--- src/rtl/pc_sequencer.sv ---
// pc_sequencer: next-fetch-address and OS/process context sequencer with time-slice preemption.
module pc_sequencer #(
  parameter int ADDR_W = 10,
  parameter int QUANTUM_W = 8,
  parameter logic [ADDR_W-1:0] PREEMPT_VECTOR = 10'd1,
  parameter logic [ADDR_W-1:0] SYSCALL_VECTOR = 10'd2
) (
  input  logic                 clk,
  input  logic                 reset,
  input  logic                 hlt,
  input  logic [ADDR_W-1:0]    cur_pc,
  input  logic                 branch_taken,
  input  logic [ADDR_W-1:0]    branch_target,
  input  logic                 jump,
  input  logic [ADDR_W-1:0]    jump_target,
  input  logic                 syscall,
  input  logic                 os_resume,
  input  logic [QUANTUM_W-1:0] quantum,
  output logic [ADDR_W-1:0]    address,
  output logic                 proc_num,
  output logic                 bubble,
  output logic [ADDR_W-1:0]    saved_pc,
  output logic [1:0]           switch_cause,
  output logic [QUANTUM_W-1:0] quantum_left
);
  typedef enum logic [1:0] {RUN_OS, RUN_PROC, ENTER_OS} state_t;
  state_t state, state_nxt;
  logic [ADDR_W-1:0] nxt, saved_pc_nxt;
  logic [1:0] cause_nxt;
  logic [QUANTUM_W-1:0] ql_nxt;
  logic in_proc, trigger, sw, resume;
  always_ff @(posedge clk) begin
    if (reset) begin
      state <= RUN_OS;
      saved_pc <= '0;
      switch_cause <= 2'b00;
      quantum_left <= '0;
    end else begin
      state <= state_nxt;
      saved_pc <= saved_pc_nxt;
      switch_cause <= cause_nxt;
      quantum_left <= ql_nxt;
    end
  end
  // Preemption fires on the last allowed cycle, so quantum_left==1 at the edge.
  always_comb begin
    in_proc = state == RUN_PROC;
    trigger = syscall || quantum_left == QUANTUM_W'(1);
    state_nxt = hlt ? state :
                state == RUN_OS ? (os_resume ? RUN_PROC : RUN_OS) :
                in_proc ? (trigger ? ENTER_OS : RUN_PROC) : RUN_OS;
  end
  always_comb begin
    nxt = jump ? jump_target : branch_taken ? branch_target : cur_pc + 1'b1;
    sw = !hlt && in_proc && trigger;
    resume = !hlt && state == RUN_OS && os_resume;
    saved_pc_nxt = sw ? nxt : saved_pc;
    cause_nxt = sw ? (syscall ? 2'b01 : 2'b10) : switch_cause;
    ql_nxt = resume ? quantum :
             sw ? '0 :
             (!hlt && in_proc && quantum_left != '0) ? quantum_left - 1'b1 : quantum_left;
    address = hlt ? cur_pc :
              state == ENTER_OS ? (switch_cause == 2'b01 ? SYSCALL_VECTOR : PREEMPT_VECTOR) : nxt;
    proc_num = in_proc;
    bubble = state == ENTER_OS;
  end
endmodule

--- config.mk ---
export PLATFORM = sky130hd
export DESIGN_NAME = pc_sequencer
export DESIGN_NICKNAME = d
export VERILOG_FILES = /design/src/rtl/pc_sequencer.sv
export SDC_FILE = /design/constraint.sdc
export NUM_CORES = 1
export LEC_CHECK = 0
export CAP_MARGIN = 30
export CORE_MARGIN = 3
export CORE_UTILIZATION = 41
export CTS_CLUSTER_DIAMETER = 30
export DETAILED_ROUTE_END_ITERATION = 10
export GPL_TIMING_DRIVEN = 0
export PLACE_DENSITY = 0.81
export SYNTH_ARGS = -nofsm -noshare
export SYNTH_HDL_FRONTEND = slang
export SYNTH_SLANG_ARGS = --single-unit
--- constraint.sdc ---
create_clock -name clk -period 2.6 [get_ports clk]
set_clock_uncertainty 0.2 [all_clocks]
set_input_delay 0.26 -clock clk [delete_from_list [all_inputs] [get_ports clk]]
set_output_delay 0.26 -clock clk [all_outputs]
set_load 0.1 [all_outputs]
==> flow_summary.json <==
{
  "status": "completed",
  "path_class": "primary input to output port",
  "cts_tree": "yes",
  "fillerInstances": 339,
  "cts_max_path_buffers": 2,
  "required_ns": 2.14,
  "yosysWarnings": 0,
  "drc_errors": 0,
  "rsz0062_at_grt": "false",
  "post-route-period-util": 0.976,
  "hold_path.class": "primary input to flop",
  "area_growth_pct": 58.5,
  "syn_inst": 212,
  "tightestPinTransition_ns": 1.02,
  "drt-initial-drc-count": 205,
  "syn_area_mm2": 0.00161,
  "port_buffers": 74,
  "grt_overflow": 0,
  "via_per_inst": 5.82,
  "first_global_vias": 1776,
  "arrival_ns": 2.08,
  "finalCriticalPeriod_ns": 2.54,
  "cts_sinks": 22,
  "cp_slowest_stage_delay_ns": 0.61,
  "ys.flop_type": "dfxtp_1",
  "dpl.hpwl_um": 4120,
  "die_area_mm2": 0.00470,
  "final_nets": 341,
  "preCtsSetupSlack_ns": -0.991,
  "path_max_fanout": 6,
  "cp_top_family": "buffers and inverters",
  "cts_htree_levels": 1,
  "ys_types": 50,
  "final_hold_viol_count": 0,
  "root_buffer": "clkbuf_8",
  "gp_congestion": 0.900,
  "ir_drop_mv": 0.321,
  "antennaDiodeCount": 0,
  "start_util": 0.432,
  "timing.fmax_mhz": 394,
  "synthesis.nets": 261,
  "hold_ws_ns": 0.142,
  "grt_pass1_wl_um": 8440,
  "drive_gt1_frac": 0.155,
  "path_cells": "clkdlybuf4s50_1 > nand4_1 > or4_1 > a31oi_2 > a22o_2 > buf_8",
  "met1_usage": 0.323,
  "firstDrtPassIters": 5,
  "crit_slowest_cell": "clkdlybuf4s50_1",
  "cp-end-kind": "output port",
  "critPathBufInv": 2,
  "cp-start-kind": "primary input",
  "syn_avg_cell_area_um2": 7.57,
  "p_leak_nw": 0.996,
  "power_mw": 1.39,
  "ctsHoldBuffers": 0,
  "antenna_found_initial": 0,
  "tns_ns": 0,
  "setup_viol": 0,
  "grt-busiest-layer": "met2",
  "powerDensity_mw_per_mm2": 547,
  "insertion_delay_ns": 0.26,
  "vias": 1973,
  "relSlewSlack": 0.319,
  "die_h_um": 68.6,
  "seq_area_um2": 442,
  "coreArea_mm2": 0.00372,
  "grt_max_degree": 14,
  "grt_use_met2": 0.380,
  "die_w_um": 68.6,
  "ant_nets": 0,
  "postLayoutSetupSlackWorst_ns": 0.0616,
  "grt_use_total": 0.232,
  "wire_per_inst_um": 15.8,
  "max_cap_viol_count": 0,
  "ios": 77,
  "clk_pin_slew_worst_paths_ns": 0.08,
  "async_flop_share": 0,
  "synth_enable_flop_cells": 0,
  "multi_input_area_mm2": 0.00114,
  "std_cell_rows": 22,
  "finalMaxSlewViolations": 0,
  "ys_seq_area_frac": 0.274,
  "postRouteWirelength_um": 5370,
  "use_met3": 0.0308,
  "cts_made_buffers": 3,
  "finalCoreUtilization": 0.685,
  "ys_seq_elements": 22
}
cells in the mapped netlist, types with 3 or more instances:
cell type	n	area, um2
a211oi_1	4	30.0
a21oi_1	17	85.1
a22o_1	7	61.3
a22oi_1	4	30.0
a31oi_1	3	18.8
clkbuf_1	4	15.0
dfxtp_1	22	440
ha_1	4	50.1
inv_1	6	22.5
nand2_1	28	105
nand2b_1	4	25.0
nand3_1	8	40.0
nand4_1	3	18.8
nor2_1	26	97.6
nor3_1	10	50.1
nor4_1	4	25.0
o21ai_0	9	45.0
o31ai_1	3	22.5
or4_1	4	30.0
cells by family after synthesis:
logic type               Yosys count  share of synthesized area
buffers and inverters             14                     0.0413
multiplexers                       3                     0.0195
adder cells (fa/ha/maj)            4                     0.0312
XOR/XNOR                           4                     0.0218
flip-flops                        22                      0.274
AO/OA/AOI/OAI                     63                      0.277
AND/OR/NAND/NOR                  102                      0.334
path summary, 6_finish.rpt:
| check | from | cells past startpoint | endpoint | slack (ns) |
|---|---|---|---|---|
| max | cur_pc[2] | 6 | address[9] | 0.06 |
| min | hlt | 3 | state[0]$_SDFFE_PP0N_ | 0.14 |
| max reg2reg | quantum_left[1]$_SDFFE_PP0P_ | 6 | quantum_left[6]$_SDFFE_PP0P_ | 0.42 |
| min reg2reg | saved_pc[1]$_SDFFE_PP0P_ | 2 | saved_pc[1]$_SDFFE_PP0P_ | 0.26 |
layout by cell type, fill, tap and decap left out, types with 3 or more instances in the layout:
cell and instances:
dlygate4sd2_1 5, nor3_1 10, buf_2 4, nand3_1 7, nand2b_1 4, or4_1 4, nand4_1 3, nor4_1 4
clkdlybuf4s50_1 56, o21ai_0 7, clkbuf_1 3, dfxtp_1 21, buf_4 4, clkbuf_8 3, buf_6 3, inv_1 6
nand2_1 28, a22oi_1 4, a22o_2 7, a21oi_1 17, dlymetal6s2s_1 3, ha_1 3, a211oi_1 4, nor2_1 25
sequential cells by signal (all words and copies together), names as in the netlist:
register	flops
saved_pc	10
state	2
quantum_left	8
switch_cause	2
worst register-to-register path, cell delays in order, from the launching register on:
cell and delay, ns:
dfxtp_1 0.42, inv_1 0.12, ha_1 0.22, a31oi_1 0.44
nor2_1 0.19, buf_2 0.24, nor4_1 0.25
where the power goes:
| part | switching (mW) | leakage, nW | internal [mW] |
|---|---|---|---|
| combinational | 0.457 | 0.780 | 0.221 |
| sequential | 0.0328 | 0.180 | 0.360 |
| clock | 0.115 | 0.0357 | 0.206 |
| total | 0.605 | 0.996 | 0.786 |
through the flow:
step | instances | area, um2
finish | 339 | 2540
global route | 339 | 2540
CTS | 339 | 2510
detailed placement | 334 | 2440
global placement | 334 | 2440
floorplan | 212 | 1640
metal layers:
layer | routed length [um] | up-vias
met4 | 42 | 0
met5 | 0 | -
met3 | 431 | 8
li1 | - | 956
met2 | 2540 | 82
met1 | 2360 | 927
layout make-up:
class,instances,share of cell area
multi-input combinational,176,0.450
timing repair buffer,75,0.298
sequential,22,0.174
tap,48,0.0236
buffer,8,0.0177
clock buffer,3,0.0162
clock inverter,1,0.0118
inverter,6,0.00885
repair_timing:
action,CTS,global route
pin swaps,2,3
setup buffers,1,0
endpoints found under the setup margin,11,10
cloned,0,0
gates resized for setup,68,10
Note: power is estimated with default switching activity, not from simulation.
